`config.mk`:
```
export PLATFORM = sky130hd
export DESIGN_NAME = pipe_if_stage_flat
export DESIGN_NICKNAME = d
export VERILOG_FILES = /design/src/rtl/pipe_pkg.sv /design/src/rtl/pipe_if_stage_if.sv /design/src/rtl/pipe_if_next_pc.sv /design/src/rtl/pipe_if_stage.sv /design/src/flat_wrapper.sv
export SDC_FILE = /design/constraint.sdc
export NUM_CORES = 1
export LEC_CHECK = 0
export CORE_MARGIN = 3
export CORE_UTILIZATION = 47
export CTS_CLUSTER_SIZE = 25
export DETAILED_ROUTE_END_ITERATION = 16
export PLACE_DENSITY = 0.88
export SYNTH_ARGS = -nofsm -noshare
export SYNTH_HDL_FRONTEND = slang
export SYNTH_SLANG_ARGS = --single-unit
```
`constraint.sdc`:
```
create_clock -name clock -period 2.93 [get_ports clock]
set_input_delay 0.293 -clock clock [delete_from_list [all_inputs] [get_ports clock]]
set_output_delay 0.293 -clock clock [all_outputs]
set_load 0.005 [all_outputs]
```
`src/rtl/pipe_pkg.sv`:
```
// Shared pipeline definitions: PC-source encodings, IF-stage state type and the bubble word.
package pipe_pkg;

    localparam logic [1:0] PCSRC_SEQ = 2'b00;
    localparam logic [1:0] PCSRC_BR  = 2'b01;
    localparam logic [1:0] PCSRC_REG = 2'b10;
    localparam logic [1:0] PCSRC_JMP = 2'b11;

    typedef enum logic [1:0] {
        RUN,
        HOLD,
        DISCARD
    } if_state_t;

    localparam logic [31:0] NOP_WORD = 32'h0000_0000;

endpackage

```
`src/rtl/pipe_if_stage_if.sv`:
```
// Instruction-memory fetch bus: req/addr towards memory, ack/rdata back.
interface pipe_if_stage_if;

    logic        req;
    logic [31:0] addr;
    logic        ack;
    logic [31:0] rdata;

    modport master (output req, output addr, input ack, input rdata);
    modport slave  (input req, input addr, output ack, output rdata);

endinterface

```
`src/rtl/pipe_if_next_pc.sv`:
```
// Combinational next-PC select between sequential, branch, register and jump targets.
module pipe_if_next_pc
    import pipe_pkg::*;
(
    input  logic [1:0]  pcsource,
    input  logic [31:0] pc4,
    input  logic [31:0] bpc,
    input  logic [31:0] rpc,
    input  logic [31:0] jpc,
    output logic [31:0] next_pc
);

    always_comb begin
        next_pc = pc4;
        case (pcsource)
            PCSRC_BR:  next_pc = bpc;
            PCSRC_REG: next_pc = rpc;
            PCSRC_JMP: next_pc = jpc;
            default:   next_pc = pc4;
        endcase
    end

endmodule

```
`src/rtl/pipe_if_stage.sv`:
```
// Instruction-fetch stage with variable-latency imem handshake and ID-stage stall.
// Optional performance counters are enabled with the PIPE_IF_PERF_EN macro.
module pipe_if_stage
    import pipe_pkg::*;
#(
    parameter logic [31:0] RESET_PC = 32'h0000_0000,
    parameter logic [31:0] NOP_INS  = NOP_WORD
) (
    input  logic              clock,
    input  logic              resetn,
    input  logic              wpcir,
    input  logic [1:0]        pcsource,
    input  logic [31:0]       bpc,
    input  logic [31:0]       rpc,
    input  logic [31:0]       jpc,
    pipe_if_stage_if.master   imem,
    output logic [31:0]       pc,
    output logic [31:0]       pc4,
    output logic [31:0]       ins,
    output logic              flush
`ifdef PIPE_IF_PERF_EN
    ,
    output logic [31:0]       fetch_cnt,
    output logic [31:0]       bubble_cnt
`endif
);

    if_state_t   state;
    logic [31:0] hold_buf;
    logic [31:0] redir_pc;
    logic [31:0] next_pc;
    logic        redirect;

    assign pc4      = pc + 32'd4;
    assign redirect = wpcir && (pcsource != PCSRC_SEQ);

    pipe_if_next_pc u_next_pc (
        .pcsource (pcsource),
        .pc4      (pc4),
        .bpc      (bpc),
        .rpc      (rpc),
        .jpc      (jpc),
        .next_pc  (next_pc)
    );

    // The address is held at pc in every requesting state so it cannot move before ack.
    always_comb begin
        imem.req  = 1'b1;
        imem.addr = pc;
        ins       = NOP_INS;
        flush     = 1'b0;
        case (state)
            RUN: begin
                if (imem.ack) begin
                    ins   = imem.rdata;
                    flush = redirect;
                end
            end
            HOLD: begin
                imem.req = 1'b0;
                ins      = hold_buf;
                flush    = redirect;
            end
            default: begin
                ins   = NOP_INS;
                flush = 1'b0;
            end
        endcase
    end

    always_ff @(posedge clock) begin
        if (!resetn) begin
            state    <= RUN;
            pc       <= RESET_PC;
            hold_buf <= '0;
            redir_pc <= '0;
        end else begin
            case (state)
                RUN: begin
                    if (imem.ack && wpcir) begin
                        pc <= next_pc;
                    end else if (imem.ack) begin
                        hold_buf <= imem.rdata;
                        state    <= HOLD;
                    end else if (redirect) begin
                        redir_pc <= next_pc;
                        state    <= DISCARD;
                    end
                end
                HOLD: begin
                    if (wpcir) begin
                        pc    <= next_pc;
                        state <= RUN;
                    end
                end
                DISCARD: begin
                    // The in-flight word belongs to the abandoned path; the latest redirect wins.
                    if (imem.ack) begin
                        pc    <= redirect ? next_pc : redir_pc;
                        state <= RUN;
                    end else if (redirect) begin
                        redir_pc <= next_pc;
                    end
                end
                default: state <= RUN;
            endcase
        end
    end

`ifdef PIPE_IF_PERF_EN
    logic delivered;

    assign delivered = (state == HOLD) || ((state == RUN) && imem.ack);

    always_ff @(posedge clock) begin
        if (!resetn) begin
            fetch_cnt  <= '0;
            bubble_cnt <= '0;
        end else begin
            if (wpcir && delivered && !flush) begin
                fetch_cnt <= fetch_cnt + 32'd1;
            end
            if (wpcir && !delivered) begin
                bubble_cnt <= bubble_cnt + 32'd1;
            end
        end
    end
`endif

endmodule

```
`src/flat_wrapper.sv`:
```
// flat-port wrapper written by rule: the top's interface ports become plain ports
module pipe_if_stage_flat import pipe_pkg::*;
#(
    parameter logic [31:0] RESET_PC = 32'h0000_0000,
    parameter logic [31:0] NOP_INS  = NOP_WORD
)
  (clock, resetn, wpcir, pcsource, bpc, rpc, jpc, pc, pc4, ins, flush, imem_req, imem_addr, imem_ack, imem_rdata);
  pipe_if_stage_if imem_i ();
  input  logic clock;
  input  logic resetn;
  input  logic wpcir;
  input  logic [1:0] pcsource;
  input  logic [31:0] bpc;
  input  logic [31:0] rpc;
  input  logic [31:0] jpc;
  output logic [31:0] pc;
  output logic [31:0] pc4;
  output logic [31:0] ins;
  output logic flush;
  output wire logic [$bits(imem_i.req)-1:0] imem_req;
  output wire logic [$bits(imem_i.addr)-1:0] imem_addr;
  input wire logic [$bits(imem_i.ack)-1:0] imem_ack;
  input wire logic [$bits(imem_i.rdata)-1:0] imem_rdata;
  assign imem_req = imem_i.req;
  assign imem_addr = imem_i.addr;
  assign imem_i.ack = imem_ack;
  assign imem_i.rdata = imem_rdata;
  pipe_if_stage #(.RESET_PC(RESET_PC), .NOP_INS(NOP_INS)) u_core (.clock(clock), .resetn(resetn), .wpcir(wpcir), .pcsource(pcsource), .bpc(bpc), .rpc(rpc), .jpc(jpc), .imem(imem_i), .pc(pc), .pc4(pc4), .ins(ins), .flush(flush));
endmodule
```
### After elaboration in Yosys (flattened, before gate mapping)

Cells that the tools add are included.

* logic and storage cells: 46
* output and inout bits: 130
* input port bits: 134
* bits in registers: 98

* $add $sub $neg: 1
* reductions and logical operators: 10
* bitwise logic cells: 1
* equality and inequality tests: 10
* multiplexer cells: 20

Operators by type and width (number)
* 32-bit two-way mux: 7
* 32-bit case mux with 3 select lines: 2
* 32-bit case mux with 2 select lines: 2
* 32-bit by 3-bit adder with 32-bit output (second input constant): 1
* 2-bit two-way mux: 5
* 4-bit AND reduction: 2
* 2-bit equality test (second input constant): 3
* 2-bit inequality test (second input constant): 3
* 2-bit case mux with 3 select lines: 1
* 2-bit by 1-bit equality test with 1-bit output (second input constant): 2
* 2-bit nonzero test: 2
* 3-bit by 2-bit inequality test with 1-bit output (second input constant): 1
* 3-bit AND reduction: 1
* 3-bit nonzero test: 1
* 1-bit logical AND: 2
* 2-bit zero test: 1
* 1-bit two-way mux: 2
* 2-bit by 1-bit inequality test with 1-bit output (second input constant): 1
* 1-bit case mux with 2 select lines: 1
* 2-bit AND reduction: 1
* 1-bit NOT: 1

### Logic depth before layout (Yosys ltp)

Gate-level depths: netlist (run 1).

* word-level depth: 6
* depth in mapped cells: 9
* mapped depth without buffers: 6

### Cells and area by module

From an unflattened synthesis (run 1), not the netlist that was laid out.

* cell total of the unflattened synthesis: 646
* area total of the unflattened synthesis: 5783.0 um^2

Modules (own cells, without submodules)
* pipe_if_stage: instances 1, area an instance 4968.5 um^2, cells each 607, sequential area each 1961.9 um^2
* pipe_if_next_pc: instances 1, area an instance 814.5 um^2, cells each 39, sequential area each 0.0 um^2

### Worst setup path before layout (run 1)

OpenSTA, ideal clock, no wires.

* path type: reg2out
* start: reg u_core.pc[2] (netlist: u_core.imem.addr[2])
* end: out pc4[30]
* required time: 2.637 ns
* stages on the path, launching flop included: 6
* path buffers: 0
* arrival time: 1.786 ns
* setup slack: 0.851 ns
* cells stage by stage: dfxtp_1 -> ha_1 -> nand4_4 -> nor4_4 -> nand4_1 -> xnor2_1

* word-level cells in the longest chain between the ends: 1

Ends and longest elaborated chain
* from (decl): RTL line pipe_if_stage.sv:17 `output logic [31:0] pc,`
* from (signal assigned): RTL line pipe_if_stage.sv:81 `pc <= next_pc;`
* from (signal assigned): RTL line pipe_if_stage.sv:92 `pc <= next_pc;`
* from (signal assigned): RTL line pipe_if_stage.sv:99 `pc <= redirect ? next_pc : redir_pc;`
* 32-bit by 3-bit adder with 32-bit output: RTL line pipe_if_stage.sv:34 `assign pc4 = pc + 32'd4;`
* to (decl): RTL line flat_wrapper.sv:17 `output logic [31:0] pc4;`

Every way passes these cells.

### Worst setup path in the final report (run 1)

Same ends and word-level chain as after synthesis.

==> results of run 1 <==
-- final timing paths --
kind                                                  startpoint                                 to  slack [ns]  depth (start not counted)
worst max register to register      u_core.state[0]$_SDFFE_PN0P_  u_core.imem.addr[11]$_SDFFE_PN0P_        0.37                          5
worst min-delay path             u_core.hold_buf[1]$_SDFFE_PN0P_    u_core.hold_buf[1]$_SDFFE_PN0P_        0.45                          2
worst max-delay path            u_core.imem.addr[2]$_SDFFE_PN0P_                            pc4[30]        0.08                          7
worst min register to register   u_core.hold_buf[1]$_SDFFE_PN0P_    u_core.hold_buf[1]$_SDFFE_PN0P_        0.45                          2
-- critical path, delay by kind of cell (launching register included) --
kind | cells | cell delay [ns]
simple gates | 3 | 0.71
buf+inv | 2 | 0.71
xor+xnor | 1 | 0.19
flops | 1 | 0.34
fa+ha+maj | 1 | 0.25
-- what timing repair did --
item	4_1_cts	5_1_grt
endpoints found under the setup margin	2	12
gates resized for setup	5	7
pin swaps	1	2
hold buffers	0	0
buffers inserted	1	1
-- registers in the layout (all words and copies together), names as in the netlist --
name	count
u_core.hold_buf	32
u_core.imem.addr	32
u_core.redir_pc	32
u_core.state	2
-- placed cells by master, fill, tap and decap left out, drive strengths merged, types with 4 or more instances in the layout --
master           n
clkdlybuf4s50  261
a22oi            9
a21o             4
mux2i           20
nor4             9
a211o            5
clkbuf          10
inv             13
and4             4
a211oi          13
nor3            19
nand4           16
and3            10
a221oi           7
nor2            62
nor2b            4
and2             8
a31oi            7
o21ai           30
a21oi           90
a22o            39
dfxtp           98
nand3           19
xor2             9
mux2            13
a221o            5
o211ai          15
xnor2           18
nor3b            4
buf             34
nand2          117
-- area by class of cell --
cell class	instances	area, µm²
clock inverter	6	72.57
inverter	10	37.54
fill	1035	3657
clock buffer	10	239.0
timing repair buffer	295	2879
multi-input combinational	589	3650
sequential	98	1972
tap	172	215.2
-- cells by family (layout without fill, tap and decap cells) --
group                    Yosys count  in the layout  share of synthesized area
AO/OA/AOI/OAI                    247            247                     0.2701
XOR/XNOR                          27             27                    0.03966
adder cells (fa/ha/maj)            1              1                   0.002033
buffers and inverters            109            321                    0.09335
flip-flops                        98             98                     0.3189
multiplexers                      33             33                    0.05633
AND/OR/NAND/NOR                  281            281                     0.2196
-- per-stage QoR --
step | TNS (ns) | hold WS (ns)
2_1_floorplan | 0 | 0.4290
3_3_place_gp | 0 | 0.4407
3_5_place_dp | 0 | 0.4464
4_1_cts | 0 | 0.4561
5_1_grt | -0.05388 | 0.4698
6_report | 0 | 0.4543
-- layer usage --
layer  up-vias  part of all wire  track usage
met5         -                 0            0
met4         0             0.028       0.1062
met3        56              0.13       0.1146
met2       454              0.47       0.4883
met1      3177              0.37       0.3496
li1       3270                 -            -
-- where the power goes --
group | switching, mW | internal, mW
registers | 0.105 | 1.42
logic | 0.474 | 0.620
clock network | 0.565 | 0.697
-- cells in the mapped netlist (9+ instances only) --
master	number	area, µm²
a22oi_1	9	67.56
buf_2	23	115.1
clkbuf_1	38	142.6
nand4_1	15	93.84
a22o_1	39	341.6
mux2i_1	20	200.2
nand3_1	18	90.09
a211oi_1	12	90.09
o21ai_0	29	145.1
nor2_1	61	229.0
inv_1	10	37.54
nand2_1	117	439.2
a21oi_1	90	450.4
xnor2_1	18	157.7
nor3_1	17	85.08
mux2_2	13	146.4
o211ai_1	15	112.6
buf_4	36	270.3
dfxtp_1	98	1962
==> key figures, run 1 <==
STA
  – Post-route setup slack: about 0.077 ns
  – Final critical-path share of the clock period: 0.9737
  – Final hold violation count: 0
  – Max-slew violation count: 0
  – Worst Skew: ~0.0075 ns
  – Least-Margin Pin Slew: ~0.88 ns
  – Setup Viol. Count Final: 0
  – Min Tclk post-route: 2.853 ns
  – Fmax: between 300 and 400 MHz
  – Max-Slew Margin vs Limit: 0.4107
  – RSZ-0062 raised after global routing: yes

Place
  – Area post-placement: around 8700 µm²
  – Gpl congestion: 0.9555
  – Port Buffers: ~260
  – Dpl ws: 0.3326 ns
  – Placed cells: 1162
  – Post-detail-place hpwl: roughly 17000 µm

Synth
  – Yosys cell types: 64
  – Syn avg cell area: 7.729 µm²
  – Cell area after synthesis: between 6000 and 7000 µm²
  – Synth Register Bits: 98
  – EDFF count, synth: 0
  – Dominant synthesized flop cell: dfxtp_1
  – Asr flop ratio synth: 0
  – Cells after Synth: about 800
  – Mapped Nets: between 900 and 1000
  – Synth Warn #: 0
  – Register area share after synthesis: 0.3189

Setup path
  – Worst EP required: approximately 2.6 ns
  – Crit start category: flop
  – CP Max Fanout: 9
  – Kind of end point of the critical path: primary output
  – CP Data Arrival Time: around 2.6 ns
  – Crit-path cells: ha_2, nand4_4, nor4_4, buf_6, nand4_1, xnor2_1, clkdlybuf4s50_1
  – Max stage delay on crit path: around 0.53 ns
  – Critical setup path kind: reg -> out
  – Slowest cell on the critical path: clkdlybuf4s50_1

Detailed routing
  – DR pass1 iterations: 8
  – Average wire per standard cell: between 15 and 20 µm
  – Remaining DRCs: 0
  – Detailed Route Iter0 Violations: approximately 1100
  – Final wirelength: approximately 22000 µm
  – Via density: 5.896
  – DRT antenna net count: 0
  – Via count: 6957

Pwr
  – Pwr Total: 3.881 mW
  – VDD IR-drop max: 405.0 µV
  – Static Leakage: about 3.4 nW
  – Pwr Density: approximately 430 nW/µm²

Floorplanning
  – Number of top-level pins: between 200 and 300
  – Initial Utilization: 0.4836
  – Cell row count: 41
  – Die Wd: around 120 µm
  – Die Y: between 100 and 150 µm
  – Die area: 14500 µm²
  – Core box area: around 13000 µm²

Clock tree
  – CTS sink cnt: 98
  – H-tree depth: 3
  – CTS tree: built
  – Reg clk slew, reported paths: about 0.070 ns
  – Clock root cell: clkbuf_16
  – Clock buffer depth: 2
  – Worst skew pair latency: about 0.35 ns
  – TritonCTS buffer count: 9

Global route
  – Gr usage total: 0.2958
  – First-pass GRT wire length: roughly 34000 µm
  – Total grt overflow: 0
  – Largest net degree at the start of global routing: 53
  – Number of global-route vias before repair: roughly 6500
  – Initial antenna violation count: 0

Layout
  – Synth-to-layout area growth: 47.35%
  – Fin nets: approximately 1100
  – Share of layout cells above drive strength 1: 0.09524
  – Post-layout util: 0.7125
  – Final std cells w/o fill: around 1200
  – Final cell area excluding filler cells: 9065 µm²
  – Number of diodes: 0

Outcome
  – Run status: finished clean

Job
  – MaxCap Viol Count: 0

Min path
  – Hold crit path type: reg -> reg
No activity file was read; power rests on OpenSTA's default activity.
==> run 2: changes to the inputs <==
- REMOVE_ABC_BUFFERS: unset -> 1
==> run 2 against run 1 <==
Against the previous run: first-iteration DRC count down 36%; flip-flop and latch count unchanged; sequential power about the same; hold slack about the same; fmax up 0.19%; critical endpoint unchanged; largest power group unchanged; highest routed layer unchanged.
==> key figures, run 2 (synthesized netlist as in run 1, its figures left out) <==
Global route
  – Gr usage total: 0.2968
  – Largest net degree at the start of global routing: 40
  – Initial antenna violation count: 0
  – First-pass GRT wire length: 34710 µm
  – Number of global-route vias before repair: around 6700
  – Total grt overflow: 0

Setup path
  – Crit start category: flop
  – Crit. Startpoint: u_core.imem.addr[10]$_SDFFE_PN0P_
  – Kind of end point of the critical path: primary output
  – CP Data Arrival Time: about 2.6 ns
  – Critical setup path kind: reg -> out
  – CP Max Fanout: 10
  – Worst EP required: about 2.6 ns
  – Reg2reg start: u_core.state[0]$_SDFFE_PN0P_

STA
  – Setup Viol. Count Final: 0
  – Worst Skew: ~0.0070 ns
  – RSZ-0062 raised after global routing: yes
  – Max-slew violation count: 0
  – Final critical-path share of the clock period: 0.9719
  – Final hold violation count: 0
  – Fmax: roughly 350 MHz
  – Least-Margin Pin Slew: around 1.1 ns
  – Min Tclk post-route: roughly 2.8 ns
  – Max-Slew Margin vs Limit: 0.2869

Clock tree
  – TritonCTS buffer count: 9
  – CTS sink cnt: slightly below 100
  – Clock buffer depth: 2
  – Worst skew pair latency: approximately 0.35 ns
  – Clock root cell: clkbuf_16
  – CTS tree: built
  – Reg clk slew, reported paths: 0.07 ns
  – H-tree depth: 3

Layout
  – Fin nets: 1144
  – Final std cells w/o fill: around 1200
  – Most common cell after layout, fill and taps aside: clkdlybuf4s50_1
  – Post-layout util: 0.7119
  – Share of layout cells above drive strength 1: 0.09181
  – Synth-to-layout area growth: 47.22%
  – Fillers: 1035
  – Leading cell types in the layout, fill and taps excluded: clkdlybuf4s50_1 (261), nand2_1 (117), dfxtp_1 (96), a21oi_1 (90), nor2_1 (61)
  – Number of diodes: 0

Detailed routing
  – Via density: roughly 6
  – Via count: around 7000
  – Detailed Route Iter0 Violations: 670
  – Average wire per standard cell: roughly 19 µm
  – DRT antenna net count: 0
  – DR pass1 iterations: 5
  – Remaining DRCs: 0
  – Final wirelength: ~23000 µm

Pwr
  – Pwr Density: roughly 410 nW/µm²
  – Logic pwr share: 0.295
  – Int Power: ~2.7 mW
  – Clock power frac: 0.298
  – Switching pwr: between 1 and 1.5 mW
  – Pwr Total: around 3.7 mW
  – Seq pwr share: 0.406
  – Sw frac: 0.2887
  – VDD IR-drop max: roughly 280 µV
  – Static Leakage: roughly 3.4 nW

Place
  – Port Buffers: 263
  – Gpl congestion: between 0.9 and 1
  – Placed cells: between 1000 and 1500
  – Post-detail-place hpwl: 16610 µm

Floorplanning
  – Die area: around 14000 µm²
  – Core box area: 12720 µm²
  – Die Wd: around 120 µm
  – Cell row count: roughly 40
  – Number of top-level pins: between 200 and 300
  – Initial Utilization: 0.4836
  – Die Y: about 120 µm

Min path
  – Hold crit path type: reg -> reg
  – Hold Path Origin: u_core.hold_buf[27]$_SDFFE_PN0P_

Outcome
  – Run status: finished clean

Job
  – MaxCap Viol Count: 0
run 2: cell count changes in the layout (fill, tap and decap cells not counted), moves of 3 or more:
cell / change
dfxtp_2: -6
clkinv_2: +3
buf_4: +8
dfxtp_1: +6
inv_6: -3
run 2: power by group through the flow:
stage	logic [mW]	registers, mW	clock network (mW)
2_1_floorplan	0.397	1.54	0
3_3_place_gp	1.07	1.54	0
3_5_place_dp	1.09	1.54	0
4_1_cts	1.10	1.51	1.12
5_1_grt	1.18	1.53	1.17
6_report	1.10	1.52	1.11
run 2: path summary, 6_finish.rpt:
path                                       endpoint  slack (ns)  cells past startpoint
hold / removal     u_core.hold_buf[27]$_SDFFE_PN0P_        0.45                      2
setup reg to reg  u_core.imem.addr[25]$_SDFFE_PN0P_        0.44                      5
setup / recovery                            pc4[30]        0.08                      6
hold reg to reg    u_core.hold_buf[27]$_SDFFE_PN0P_        0.45                      2
run 2: final cells by class:
class | instances | area (µm²) | share of cell area
timing repair buffer | 301 | 2908 | 0.3210
inverter | 10 | 37.54 | 0.004144
clock buffer | 12 | 256.5 | 0.02832
multi-input combinational | 589 | 3661 | 0.4042
sequential | 98 | 1964 | 0.2169
tap | 172 | 215.2 | 0.02376
clock inverter | 3 | 15.01 | 0.001658
run 2: per-layer routing:
metal	part of all wire	up-vias	global-route usage	routed length (µm)
li1	-	3272	-	-
met3	0.090	59	0.05613	2014
met2	0.49	398	0.5047	10980
met1	0.38	3298	0.3625	8653
met5	0	-	0	0
met4	0.038	0	0.1381	854
run 2: metrics by stage:
step	worst slack (ns)	TNS [ns]	area, µm²	hold WS (ns)
after CTS	0.0005584	0	9027	0.4552
after global routing	-0.06754	-0.1007	9057	0.4748
after detailed placement	0.2240	0	8746	0.4464
after global placement	0.3569	0	8746	0.4407
final	0.08239	0	9057	0.4541
after floorplan	0.1612	0	5615	0.3717
run 2: what timing repair did:
action	CTS	global route
setup endpoints to repair	3	13
buffers inserted	0	2
pin swaps	1	2
hold buffers	0	0
gates resized for setup	3	2
cloned	0	0
run 2: worst max-delay path, cell delays in order (launching register included):
cell,delay [ns]
dfxtp_1,0.50
nand4_1,0.35
nor4_4,0.25
buf_4,0.21
nand4_1,0.19
xnor2_1,0.19
clkdlybuf4s50_1,0.52
==> run 3: changes to the inputs <==
- CORE_MARGIN: 3 -> unset
==> run 3 against run 2 <==
Against the previous run: flip-flop and latch count unchanged; cell area up 0.80%; total power up 3.1%; critical path depth unchanged; sequential share of layout area down 0.076 points; core utilization up 0.86 points; hold slack worse by 0.00061 ns; via count up 1.5%; first-iteration DRC count up 10%; count of clock-buffer cells in the layout up 2; sequential power about the same; setup slack worse by 0.017 ns; critical path type unchanged.
==> key figures, run 3 (synthesized netlist as in run 1, its figures left out) <==
Global route
  – Number of global-route vias before repair: roughly 6600
  – Total grt overflow: 0
  – Largest net degree at the start of global routing: 39
  – Gr usage total: 0.3223
  – Initial antenna violation count: 0
  – First-pass GRT wire length: between 30000 and 40000 µm

STA
  – Worst Skew: 0.004999 ns
  – Post-Route Setup TNS: 0 ns
  – Least-Margin Pin Slew: ~1.1 ns
  – Fmax: roughly 350 MHz
  – Final hold violation count: 0
  – Post-route setup slack: 0.06555 ns
  – Max-slew violation count: 0
  – Max-Slew Margin vs Limit: 0.2667
  – Final critical-path share of the clock period: 0.9776
  – Setup Viol. Count Final: 0
  – Min Tclk post-route: around 2.9 ns

Layout
  – Most common cell after layout, fill and taps aside: clkdlybuf4s50_1
  – Multi-input logic area: 3657 µm²
  – Share of layout cells above drive strength 1: 0.1004
  – Fin nets: between 1000 and 1500
  – Final std cells w/o fill: between 1000 and 1500
  – Fillers: 1019
  – Synth-to-layout area growth: 48.40%
  – Number of diodes: 0
  – Post-layout util: 0.7205
  – Register area: 1973 µm²
  – Leading cell types in the layout, fill and taps excluded: clkdlybuf4s50_1 (261), nand2_1 (117), a21oi_1 (90), dfxtp_1 (89), nor2_1 (61)

Detailed routing
  – Detailed Route Iter0 Violations: 739
  – DRT antenna net count: 0
  – Remaining DRCs: 0
  – DR pass1 iterations: 6
  – Via density: 6.005
  – Final wirelength: 22660 µm
  – Via count: slightly above 7000
  – Average wire per standard cell: around 19 µm

Pwr
  – Int Power: about 2.8 mW
  – Seq pwr share: 0.396
  – VDD IR-drop max: around 240 µV
  – Clock power frac: 0.318
  – Pwr Density: 421.8 nW/µm²
  – Static Leakage: approximately 3.4 nW
  – Logic pwr share: 0.286
  – Switching pwr: 1.094 mW
  – Pwr Total: approximately 3.9 mW
  – Sw frac: 0.2842

Setup path
  – Reg2reg start: u_core.state[0]$_SDFFE_PN0P_
  – R2R setup slack: 0.39 ns
  – Most used cell, CP: buf_4
  – Crit start category: flop
  – Crit. Startpoint: u_core.imem.addr[15]$_SDFFE_PN0P_
  – Reg-to-reg endpoint: u_core.imem.addr[25]$_SDFFE_PN0P_
  – Worst EP required: roughly 2.6 ns
  – Crit-path cells: nand4_1, nor4_4, buf_4, buf_4, xor2_2, clkdlybuf4s50_1
  – CP Data Arrival Time: ~2.6 ns
  – Max stage delay on crit path: around 0.56 ns
  – R2R depth: 5
  – Critical path endpoint: pc4[18]
  – Slowest cell on the critical path: clkdlybuf4s50_1
  – CP Max Fanout: 10
  – Critical setup path kind: reg -> out
  – Kind of end point of the critical path: primary output

Clock tree
  – Worst skew pair latency: 0.35 ns
  – CTS tree: built
  – Reg clk slew, reported paths: approximately 0.070 ns
  – CTS sink cnt: roughly 100
  – Hold buffer count at cts: 0
  – Clock root cell: clkbuf_16
  – Clock buffer depth: 2
  – H-tree depth: 3
  – TritonCTS buffer count: 9

Outcome
  – Run status: finished clean

Floorplanning
  – Initial Utilization: 0.4855
  – Core box area: between 10000 and 15000 µm²
  – Die area: 13550 µm²
  – Cell row count: 41
  – Number of top-level pins: ~260
  – Die Wd: roughly 120 µm
  – Die Y: approximately 120 µm

Place
  – Post-detail-place hpwl: roughly 16000 µm
  – Placed cells: approximately 1200
  – Port Buffers: around 260
  – Gpl congestion: between 0.9 and 1
  – Dpl ws: 0.1437 ns

Min path
  – Hold crit path type: reg -> reg

Job
  – MaxCap Viol Count: 0
## run 3: cell types whose count changed in the layout (fill, tap and decap cells not counted), moves of 2 or more
cell and change:
buf_12 +2, dfxtp_1 -7, dfxtp_2 +7, clkbuf_1 +2, clkinv_2 -2
## run 3: area by class of cell
| class | count | area share |
|---|---|---|
| repair buffers | 303 | 0.3229 |
| well taps | 172 | 0.02357 |
| clock buffers | 14 | 0.02892 |
| clock inverters | 2 | 0.003837 |
| flip-flops and latches | 98 | 0.2161 |
| multi-input cells | 589 | 0.4006 |
| inverters | 10 | 0.004111 |
## run 3: worst min-delay path by stage
| stage | slack (ns) | cells past startpoint | start | to |
|---|---|---|---|---|
| after detailed placement | 0.45 | 2 | u_core.hold_buf[27]$_SDFFE_PN0P_ | u_core.hold_buf[27]$_SDFFE_PN0P_ |
| after CTS | 0.46 | 2 | u_core.redir_pc[5]$_SDFFE_PN0P_ | u_core.redir_pc[5]$_SDFFE_PN0P_ |
| after global placement | 0.44 | 2 | u_core.redir_pc[5]$_SDFFE_PN0P_ | u_core.redir_pc[5]$_SDFFE_PN0P_ |
| final | 0.45 | 2 | u_core.redir_pc[5]$_SDFFE_PN0P_ | u_core.redir_pc[5]$_SDFFE_PN0P_ |
| after global routing | 0.47 | 2 | u_core.hold_buf[10]$_SDFFE_PN0P_ | u_core.hold_buf[10]$_SDFFE_PN0P_ |
| after floorplan | 0.37 | 1 | wpcir | u_core.state[0]$_SDFFE_PN0P_ |
## run 3: power by group through the flow
| stage | clock [mW] | sequential, mW | combinational [mW] |
|---|---|---|---|
| global placement | 0 | 1.54 | 1.06 |
| global route | 1.29 | 1.54 | 1.18 |
| finish | 1.22 | 1.53 | 1.10 |
| floorplan | 0 | 1.54 | 0.397 |
| detailed placement | 0 | 1.55 | 1.08 |
| CTS | 1.23 | 1.52 | 1.09 |
## run 3: metal layers
layer	GRT usage	wire length (µm)	up-vias
met5	0	0	-
met4	0.1855	1160	0
met3	0.05034	1896	109
li1	-	-	3283
met2	0.5314	10610	428
met1	0.3999	8999	3314
## run 3: timing repair
item | in CTS | in global routing
buffers inserted | 4 | 2
setup endpoints to repair | 6 | 10
resized for setup | 0 | 13
pin swaps | 1 | 1
## run 3: per-stage QoR
step | hold WS, ns | area [µm²]
3_3_place_gp | 0.4409 | 8756
3_5_place_dp | 0.4476 | 8756
6_report | 0.4535 | 9130
5_1_grt | 0.4710 | 9130
4_1_cts | 0.4567 | 9085
2_1_floorplan | 0.3717 | 5615
## run 3: worst max-delay path: cells and delay by family (launching register included)
family	cells	cell delay (ns)
buf+inv	3	0.92
simple gates	2	0.55
flops	1	0.53
xor+xnor	1	0.22
